<file path="src/rtl/uart_rx_fifo.sv">
// uart_rx_fifo
//   8N1 UART receiver (LSB first, idle high) feeding a small receive FIFO.
//   The serial input is brought into the clk domain through a two-flop
//   synchronizer. Bytes with a valid stop bit are pushed into the FIFO.
//   Bad stop bits and bytes lost to a full FIFO raise sticky error flags.
//
// Parameters
//   CLKS_PER_BIT : clk cycles per serial bit (even, >= 4)
//   FIFO_DEPTH   : receive FIFO entries (power of two, >= 2)
//
// Ports
//   clk        : system clock, rising edge
//   reset      : synchronous, active-high reset
//   rx         : asynchronous serial input line
//   rd_en      : pop the FIFO head (ignored while empty)
//   err_clr    : clear frame_err and overrun (a same-cycle set wins)
//   rd_data    : FIFO head byte, valid while rx_valid=1
//   rx_valid   : FIFO non-empty
//   fifo_full  : FIFO holds FIFO_DEPTH bytes
//   frame_err  : sticky, a stop bit was sampled low
//   overrun    : sticky, a byte completed while the FIFO was full
module uart_rx_fifo #(
    parameter int CLKS_PER_BIT = 16,
    parameter int FIFO_DEPTH   = 4
) (
    input  logic       clk,
    input  logic       reset,
    input  logic       rx,
    input  logic       rd_en,
    input  logic       err_clr,
    output logic [7:0] rd_data,
    output logic       rx_valid,
    output logic       fifo_full,
    output logic       frame_err,
    output logic       overrun
);

    localparam int CW = $clog2(CLKS_PER_BIT);
    localparam int AW = $clog2(FIFO_DEPTH);
    localparam logic [CW-1:0] HALF_M1 = CW'(CLKS_PER_BIT / 2 - 1);
    localparam logic [CW-1:0] FULL_M1 = CW'(CLKS_PER_BIT - 1);

    typedef enum logic [2:0] {
        IDLE,
        START,
        DATA,
        STOP,
        WAIT_HIGH
    } state_t;

    // ------------------------------------------------------------------
    // Input synchronizer (resets to the idle-high line level)
    // ------------------------------------------------------------------
    logic rx_meta;
    logic rxs;

    always_ff @(posedge clk) begin
        if (reset) begin
            rx_meta <= 1'b1;
            rxs     <= 1'b1;
        end else begin
            rx_meta <= rx;
            rxs     <= rx_meta;
        end
    end

    // ------------------------------------------------------------------
    // Receive FSM
    // ------------------------------------------------------------------
    state_t        state_q, state_d;
    logic [CW-1:0] cnt_q, cnt_d;
    logic [2:0]    idx_q, idx_d;
    logic [7:0]    shreg_q, shreg_d;
    logic          push;
    logic          ferr_set;

    always_ff @(posedge clk) begin
        if (reset) begin
            state_q <= IDLE;
            cnt_q   <= '0;
            idx_q   <= '0;
            shreg_q <= '0;
        end else begin
            state_q <= state_d;
            cnt_q   <= cnt_d;
            idx_q   <= idx_d;
            shreg_q <= shreg_d;
        end
    end

    always_comb begin
        state_d  = state_q;
        cnt_d    = cnt_q + CW'(1);
        idx_d    = idx_q;
        shreg_d  = shreg_q;
        push     = 1'b0;
        ferr_set = 1'b0;

        unique case (state_q)
            IDLE: begin
                cnt_d = '0;
                if (!rxs) begin
                    state_d = START;
                end
            end

            // Half a bit in: re-check the start bit so that short
            // glitches are rejected and later samples land mid-bit.
            START: begin
                if (cnt_q == HALF_M1) begin
                    cnt_d = '0;
                    if (rxs) begin
                        state_d = IDLE;
                    end else begin
                        state_d = DATA;
                        idx_d   = '0;
                    end
                end
            end

            DATA: begin
                if (cnt_q == FULL_M1) begin
                    cnt_d          = '0;
                    shreg_d[idx_q] = rxs;
                    if (idx_q == 3'd7) begin
                        state_d = STOP;
                    end else begin
                        idx_d = idx_q + 3'd1;
                    end
                end
            end

            // shreg_q is complete here: bit 7 was written on DATA exit.
            STOP: begin
                if (cnt_q == FULL_M1) begin
                    cnt_d = '0;
                    if (rxs) begin
                        push    = 1'b1;
                        state_d = IDLE;
                    end else begin
                        ferr_set = 1'b1;
                        state_d  = WAIT_HIGH;
                    end
                end
            end

            // A low line after a framing error is not a new start bit.
            WAIT_HIGH: begin
                cnt_d = '0;
                if (rxs) begin
                    state_d = IDLE;
                end
            end

            default: begin
                state_d = IDLE;
                cnt_d   = '0;
            end
        endcase
    end

    // ------------------------------------------------------------------
    // Receive FIFO: pointers carry one extra wrap bit for full/empty
    // ------------------------------------------------------------------
    logic [7:0]  mem [FIFO_DEPTH];
    logic [AW:0] wr_ptr;
    logic [AW:0] rd_ptr;
    logic        empty;
    logic        full;
    logic        do_pop;
    logic        do_push;
    logic        ovr_set;

    assign empty = (wr_ptr == rd_ptr);
    assign full  = (wr_ptr[AW] != rd_ptr[AW]) &&
                   (wr_ptr[AW-1:0] == rd_ptr[AW-1:0]);

    // A pop frees the slot the same-cycle push needs, so a full FIFO
    // still accepts the byte when it is being read at the same time.
    assign do_pop  = rd_en && !empty;
    assign do_push = push && (!full || do_pop);
    assign ovr_set = push && full && !do_pop;

    always_ff @(posedge clk) begin
        if (reset) begin
            wr_ptr <= '0;
            rd_ptr <= '0;
            for (int unsigned i = 0; i < FIFO_DEPTH; i++) begin
                mem[AW'(i)] <= '0;
            end
        end else begin
            if (do_push) begin
                mem[wr_ptr[AW-1:0]] <= shreg_q;
                wr_ptr              <= wr_ptr + 1'b1;
            end
            if (do_pop) begin
                rd_ptr <= rd_ptr + 1'b1;
            end
        end
    end

    assign rd_data   = mem[rd_ptr[AW-1:0]];
    assign rx_valid  = !empty;
    assign fifo_full = full;

    // ------------------------------------------------------------------
    // Sticky error flags (set wins over clear)
    // ------------------------------------------------------------------
    always_ff @(posedge clk) begin
        if (reset) begin
            frame_err <= 1'b0;
            overrun   <= 1'b0;
        end else begin
            if (ferr_set) begin
                frame_err <= 1'b1;
            end else if (err_clr) begin
                frame_err <= 1'b0;
            end

            if (ovr_set) begin
                overrun <= 1'b1;
            end else if (err_clr) begin
                overrun <= 1'b0;
            end
        end
    end

endmodule

</file>
<file path="config.mk">
export PLATFORM = sky130hd
export DESIGN_NAME = uart_rx_fifo
export DESIGN_NICKNAME = d
export VERILOG_FILES = /design/src/rtl/uart_rx_fifo.sv
export SDC_FILE = /design/constraint.sdc
export NUM_CORES = 1
export LEC_CHECK = 0
export BUFFER_PORTS_ARGS = -buffer_cell sky130_fd_sc_hd__buf_2
export CORE_MARGIN = 2
export CORE_UTILIZATION = 40
export DETAILED_ROUTE_END_ITERATION = 8
export PLACE_DENSITY = 0.67
export SLEW_MARGIN = 30
export SYNTH_ARGS = -nofsm -noshare
export SYNTH_HDL_FRONTEND = slang
export SYNTH_SLANG_ARGS = --single-unit
</file>
<file path="constraint.sdc">
create_clock -name clk -period 2.2 [get_ports clk]
set_clock_uncertainty 0.05 [all_clocks]
set_input_delay 0.55 -clock clk [delete_from_list [all_inputs] [get_ports clk]]
set_output_delay 0.55 -clock clk [all_outputs]
set_load 0.05 [all_outputs]
</file>
Yosys cells after proc, flatten, opt, wreduce, memory -nomap -nowiden --
Memory sizes are Yosys's and may differ from the RTL's. A register that Yosys moved wholly into a read port is not among the register bits. Cells that the tools add are included.
Word-level totals: memory bits (writable) 32, memories 1, register bits 28, output and inout port bits 12
Memory list:
- mem | words 4, width 8, read ports 1, clocked after memory_dff 1, write ports 4, RTL line 165 | logic [7:0] mem [FIFO_DEPTH];
Operators by class: reduce and logical (&&, ||, !) cells 19, equality and inequality tests 18, mux-type cells 39, order comparisons 2, add/sub/neg operators 4
Operator list (number):
- 3-bit two-way mux | 11
- 1-bit two-way mux | 16
- 2-bit inequality test, second input constant | 8
- 3-bit one-hot mux with 5 select lines | 1
- 3-bit by 1-bit adder with 3-bit output, second input constant | 3
- 8-bit bitwise mux | 1
- 2-bit two-way mux | 4
- 4-bit two-way mux | 2
- 8-bit two-way mux | 1
- 4-bit one-hot mux with 2 select lines | 1
- 8-bit OR reduction | 1
- 3-bit by 2-bit equality test with 1-bit output, second input constant | 2
- 3-bit equality test, second input constant | 2
- 1-bit logical AND | 6
- 3-bit one-hot mux with 2 select lines | 1
- 6-bit AND reduction | 1
- 2-bit nonzero test | 3
- 5-bit AND reduction | 1
- 4-bit by 1-bit adder with 4-bit output, second input constant | 1
- 4-bit by 3-bit equality test with 1-bit output, second input constant | 1
- 4-bit equality test, second input constant | 1
- 3-bit by 4-bit less-than comparator with 1-bit output, second input constant | 1
- 1-bit demux with 3-bit select | 1
- 3-bit by 1-bit equality test with 1-bit output, second input constant | 1
- other kinds (9) | 11

Depth between registers and ports, before layout --
Gate-level depths: netlist (run 1).
depth in word-level cells 10, mapped depth 6, gate-level depth less buffers 6

Least setup slack after synthesis (run 1) --
No wires, ideal clock.
path kind flip-flop to output port, start register wr_ptr[1], end output fifo_full, data arrival time 1649 ps, path buffers 0, cell stages (with the launch flop) 3, setup slack -49 ps, cells stage by stage dfxtp_1 > xor2_2 > nor3_1
On the way: word-level cells in the longest chain between the ends 2
RTL lines:
- start: declaration | RTL line 166 | logic [AW:0] wr_ptr;
- start signal: assignment | RTL line 194 | wr_ptr <= wr_ptr + 1'b1;
- 2-bit equality test | RTL line 176 | (wr_ptr[AW-1:0] == rd_ptr[AW-1:0]);
- 1-bit logical AND | RTL line 175 | assign full = (wr_ptr[AW] != rd_ptr[AW]) &&
- end: declaration | RTL line 33 | output logic fifo_full,
Every way passes these cells.

Worst setup path in the final report (run 1) --
start register rd_ptr[0], end output rx_valid
On the way: word-level cells in the longest chain between the ends 2
RTL lines:
- start: declaration | RTL line 167 | logic [AW:0] rd_ptr;
- start signal: assignment | RTL line 197 | rd_ptr <= rd_ptr + 1'b1;
- 3-bit equality test | RTL line 174 | assign empty = (wr_ptr == rd_ptr);
- 1-bit zero test | RTL line 203 | assign rx_valid = !empty;
- end: declaration | RTL line 32 | output logic rx_valid,
Every way passes these cells.

==> results of run 1 <==
path summary, 6_finish.rpt:
path	depth (start not counted)	slack, ns	end
worst max register to register	6	0.15	mem[1][6]
worst max-delay path	4	0.07	rx_valid
worst min-delay path	2	0.34	rx_meta
worst min register to register	1	0.37	rxs
cell families after synthesis:
| logic type | synth area share, % |
|---|---|
| simple gates | 22.24 |
| flops | 54.74 |
| compound gates | 7.325 |
| buf+inv | 2.588 |
| xor+xnor | 3.903 |
| mux | 7.017 |
| fa+ha+maj | 2.193 |
worst register-to-register path, cell delays in order, from the launching register on:
cell,delay [ns]
dfxtp_1,0.34
ha_1,0.16
and4_1,0.23
nand3b_2,0.18
buf_4,0.20
nor4_4,0.35
or2_4,0.25
stage by stage:
step                      cells  utilization (%)  hold slack [ns]
final                       384            50.57           0.3422
after global routing        384            50.57           0.3329
after CTS                   384            49.51           0.3230
after detailed placement    368            46.76           0.3519
after global placement      368            46.76           0.3503
after floorplan             243                -           0.3395
flip-flops by register name, summed over array words and instances, names as in the netlist, 3 cells and up, named ones only:
signal and flops:
mem 32, rd_ptr 3, cnt_q 4, shreg_q 8, wr_ptr 3, idx_q 3
state_q 3
Yosys cell counts (3+ instances only):
cell	count	share of area, %
and2_1	34	7.5
edfxtp_1	32	34
dfxtp_1	30	21
nor2_1	15	2.0
nand3_1	14	2.5
a21oi_1	11	1.9
o21ai_0	10	1.8
clkbuf_1	8	1.1
mux4_2	8	6.3
nand2_1	7	0.92
or2_2	6	1.3
ha_1	5	2.2
xnor2_1	5	1.5
inv_1	4	0.53
nand4_1	4	0.88
nor3_1	4	0.70
or3_1	4	0.88
xor2_1	4	1.2
o31ai_1	3	0.79
report_power, final:
| group | total [uW] | internal, uW | switching, uW | leakage (uW) |
|---|---|---|---|---|
| Clock | 862 | 408 | 453 | 0.0000816 |
| Combinational | 137 | 52.7 | 84.5 | 0.000645 |
| Sequential | 1250 | 1240 | 10.8 | 0.000553 |
cell usage in the layout (no fill, tap or decap), drive strengths merged, types with 3 or more instances in the layout:
cell,Yosys,final
or2,6,6
nand3,14,14
a21oi,11,11
dfxtp,30,30
clkbuf,8,9
nand4,4,4
o21ai,10,10
mux4,8,8
o31ai,3,3
clkinvlp,0,3
nand2,7,7
buf,5,42
inv,4,5
clkinv,0,3
nor3,4,4
xor2,6,6
nor2,15,15
ha,5,5
and2,34,34
xnor2,5,5
edfxtp,32,32
nor4,4,4
or3,4,4
layer usage:
metal	global-route usage, %	up-vias	part of all wire (%)
li1	-	966	-
met1	18.03	874	48
met2	22.35	21	47
met3	5.037	9	3.3
met4	6.612	0	1.9
met5	0	-	0
area by class of cell:
type                       count  area (um^2)
tap                           96        120.1
timing repair buffer          42        331.6
sequential                    62         1567
clock buffer                   9        123.9
clock inverter                 7        50.05
fill                         629         3377
inverter                       4        15.01
multi-input combinational    164         1247
timing repair:
action                                  CTS  global route
resized for setup                         5            25
pin swaps                                 0             2
endpoints found under the setup margin    6            33
==> impl_metrics.json, run 1 <==
{
  "max-vdd-ir-drop_uv": 359.4,
  "synth_area_um2": 2853,
  "synth_nets": 253,
  "synth_cell_types": 43,
  "num_vias": 1870,
  "cts_tree": "yes",
  "wl_mm": 4.942,
  "hold_buffers": 0,
  "setup_viol_count_final": 0,
  "critPathSlowestCell": "dfxtp_1",
  "ys_seq_area_share_pct": 54.74,
  "floorplan.initialDensity_pct": 41.76,
  "insertedDiodeCount": 0,
  "place_area_um2": 3194,
  "fin_crit_sh_pct": 96.93,
  "max_stage_delay_ns": 0.36,
  "drc": 0,
  "power_leakage_uw": 0.001280,
  "power_uw": 2252,
  "power_density_nw_per_um2": 651.9,
  "root_buffer": "clkbuf_8",
  "stdcell_area_um2": 3455,
  "final_nets": 293,
  "synth_ff_type": "edfxtp_1",
  "post-place-ws_ns": 0.01834,
  "cts.path.max_buffers": 2,
  "dieArea_um2": 7823,
  "syn_inst": 243,
  "gp_congestion": 0.7704,
  "cts_inserted_buffers": 9,
  "clk_pin_slew_ns": 0.07,
  "relSlewSlack_pct": 64.35,
  "rows": 30,
  "rr_startpoint": "cnt_q[1]",
  "drt_first_pass_iters": 4,
  "finalHoldViolCount": 0,
  "status": "finished clean",
  "cts_max_level": 3,
  "grt_max_degree": 22,
  "criticalPathCategory": "reg2out",
  "clk_latency_ns": 0.34,
  "worstPathMaxFanout": 4,
  "grt_usage_pct": 14.36,
  "cp_data_arrival_time_ns": 1.53,
  "port_buffers": 16,
  "synth_area_per_cell_um2": 11.74,
  "synth_warnings": 0,
  "die_w_um": 88.45,
  "crit_path_cell_trace": "xor2_2 > buf_4 > or3_4 > buf_8",
  "hold_path.class": "in2reg",
  "worst_setup_path_start_kind": "register",
  "gr-total-overflow": 0,
  "synth-seq-cells": 62,
  "io_pins": 17,
  "synth_edf_count": 32,
  "grt_pass1_vias": 1821,
  "worst_pin_slew_ns": 0.5312,
  "via_per_inst": 4.870,
  "fp.dieH_um": 88.45,
  "async_flop_share_pct": 0,
  "rsz0062_at_grt": "true",
  "layout-drive-gt1-share_pct": 29.17,
  "grt_antenna_before_repair": 0,
  "endpoint_kind": "primary output",
  "crit_family": "flip-flops",
  "worstPathRequired_ns": 1.60,
  "fmax_ghz": 0.4690,
  "period_minus_slack_ns": 2.132,
  "startpoint": "rd_ptr[0]",
  "drtAntennaViolNets": 0,
  "finalSetupTns_ns": 0,
  "cts_setup_buffers": 0,
  "cts_sinks": 62,
  "cp_num_buf_inv": 2,
  "finalWorstSetupSlack_ns": 0.06759,
  "grt_pass1_wl_mm": 8.362,
  "slew_violations": 0,
  "min_from": "rx",
  "syn_to_final_growth_pct": 21.10,
  "maxCapViolations": 0,
  "core_area_um2": 6832,
  "wire_per_inst_um": 12.87,
  "place_hpwl_mm": 3.624,
  "drt_iter0_drc": 84
}
(Power assumes the default switching activity.)
==> run 2, diff against run 1 <==
- RECOVER_POWER: default -> 50
==> run 2 against run 1 <==
  * Design area is 0.14% lower
  * Register-to-register slack hardly changed
  * Fmax hardly changed
  * Sequential cell count stayed put
  * Highest routed layer unchanged
  * Final cell count stayed put
  * Critical endpoint unchanged
==> impl_metrics.json, run 2 (synthesis results as in run 1) <==
{
  "largest_register": "mem",
  "status": "finished clean",
  "rows": 30,
  "endpoint_kind": "primary output",
  "drt_first_pass_iters": 4,
  "layout-drive-gt1-share_pct": 28.47,
  "criticalPathCategory": "reg2out",
  "drtAntennaViolNets": 0,
  "gp_congestion": 0.7704,
  "cts_tree": "yes",
  "fin_crit_sh_pct": 96.93,
  "worst_pin_slew_ns": 0.5715,
  "grt_antenna_before_repair": 0,
  "largestRegisters": "mem x32, shreg_q x8, cnt_q x4",
  "finalSetupTns_ns": 0,
  "die_w_um": 88.45,
  "clk_latency_ns": 0.34,
  "root_buffer": "clkbuf_8",
  "fp.dieH_um": 88.45,
  "relSlewSlack_pct": 61.90,
  "clk_pin_slew_ns": 0.07,
  "grt_pass1_vias": 1821,
  "power_leakage_uw": 0.001273,
  "power_uw": 2251,
  "slew_violations": 0,
  "cts_inserted_buffers": 9,
  "drc": 0,
  "grt_pass1_wl_mm": 8.362,
  "insertedDiodeCount": 0,
  "cts_sinks": 62,
  "hold_path.class": "in2reg",
  "final_cell_mix": "and2_1, edfxtp_1, dfxtp_1",
  "io_pins": 17,
  "worst_setup_path_start_kind": "register",
  "utilization_pct": 50.49,
  "gr-total-overflow": 0,
  "wire_per_inst_um": 12.88,
  "worstPathMaxFanout": 4,
  "grt_usage_pct": 14.36,
  "cp_data_arrival_time_ns": 1.53,
  "core_area_um2": 6832,
  "max-vdd-ir-drop_uv": 359.3,
  "layout_commonest_cell": "and2_1",
  "syn_to_final_growth_pct": 20.92,
  "place_hpwl_mm": 3.624,
  "cts.path.max_buffers": 2,
  "cts_max_level": 3,
  "drt_iter0_drc": 84,
  "port_buffers": 16,
  "worstPathRequired_ns": 1.60,
  "wl_met1_mm": 2.388,
  "power_density_nw_per_um2": 652.6,
  "setup_viol_count_final": 0,
  "top_layer_used": "met4",
  "num_vias": 1870,
  "largest_reg_flops": 32,
  "finalHoldViolCount": 0,
  "via_per_inst": 4.870,
  "fmax_ghz": 0.4690,
  "floorplan.initialDensity_pct": 41.76,
  "maxCapViolations": 0,
  "route.met3.wl_um": 163,
  "wl_met2_mm": 2.300,
  "dieArea_um2": 7823,
  "final_nets": 293,
  "grt_max_degree": 22,
  "wl_mm": 4.946,
  "period_minus_slack_ns": 2.132,
  "rsz0062_at_grt": "true"
}
==> run 2: cell types whose count changed in the layout (fill, tap and decap cells not counted), sizes merged <==
cell | before | now
clkbuf | 9 | 11
buf | 42 | 40
==> run 2: layout make-up <==
| class | instances | area [um^2] |
|---|---|---|
| inverters | 4 | 15.01 |
| multi-input cells | 164 | 1247 |
| repair buffers | 42 | 326.6 |
| clock inverters | 7 | 50.05 |
| flip-flops and latches | 62 | 1567 |
| fillers | 629 | 3382 |
| clock buffers | 9 | 123.9 |
| well taps | 96 | 120.1 |
==> run 2: metal layers <==
layer,vias to the layer above,GRT usage (%)
li1,966,-
met1,874,18.03
met2,21,22.35
met3,9,5.037
met4,0,6.612
met5,-,0
==> run 2: path summary, 6_finish.rpt <==
kind | startpoint | to | slack [ns] | cells after the start
max | rd_ptr[0] | rx_valid | 0.07 | 4
min | rx | rx_meta | 0.34 | 2
max reg2reg | cnt_q[1] | mem[1][6] | 0.15 | 6
min reg2reg | rx_meta | rxs | 0.37 | 1
==> run 2: report_power, final <==
group | switching [uW] | internal (uW) | total (uW)
Clock | 453 | 408 | 862
Combinational | 84.5 | 51.8 | 136
Sequential | 10.8 | 1240 | 1250
Total | 549 | 1700 | 2250
==> run 2: per-stage QoR <==
stage          setup WS [ns]  cells  hold WS [ns]  area (um^2)
4_1_cts             0.008620    384        0.3230         3382
2_1_floorplan        0.05730    243        0.3395         2858
5_1_grt             -0.01260    384        0.3329         3450
3_5_place_dp         0.01834    368        0.3519         3194
6_report             0.06760    384        0.3422         3450
3_3_place_gp         0.06459    368        0.3503         3194
==> run 2: worst max-delay path, cell delays in order (launching register included) <==
cell	delay, ns
dfxtp_1	0.36
xor2_2	0.20
buf_4	0.15
or3_4	0.33
buf_8	0.16
==> run 2: timing repair <==
action                                  in CTS  in global routing
endpoints found under the setup margin       6                 33
pin swaps                                    0                  2
hold buffers                                 0                  0
buffers inserted                             0                  0
gates cloned                                 0                  0
resized for setup                            5                 25
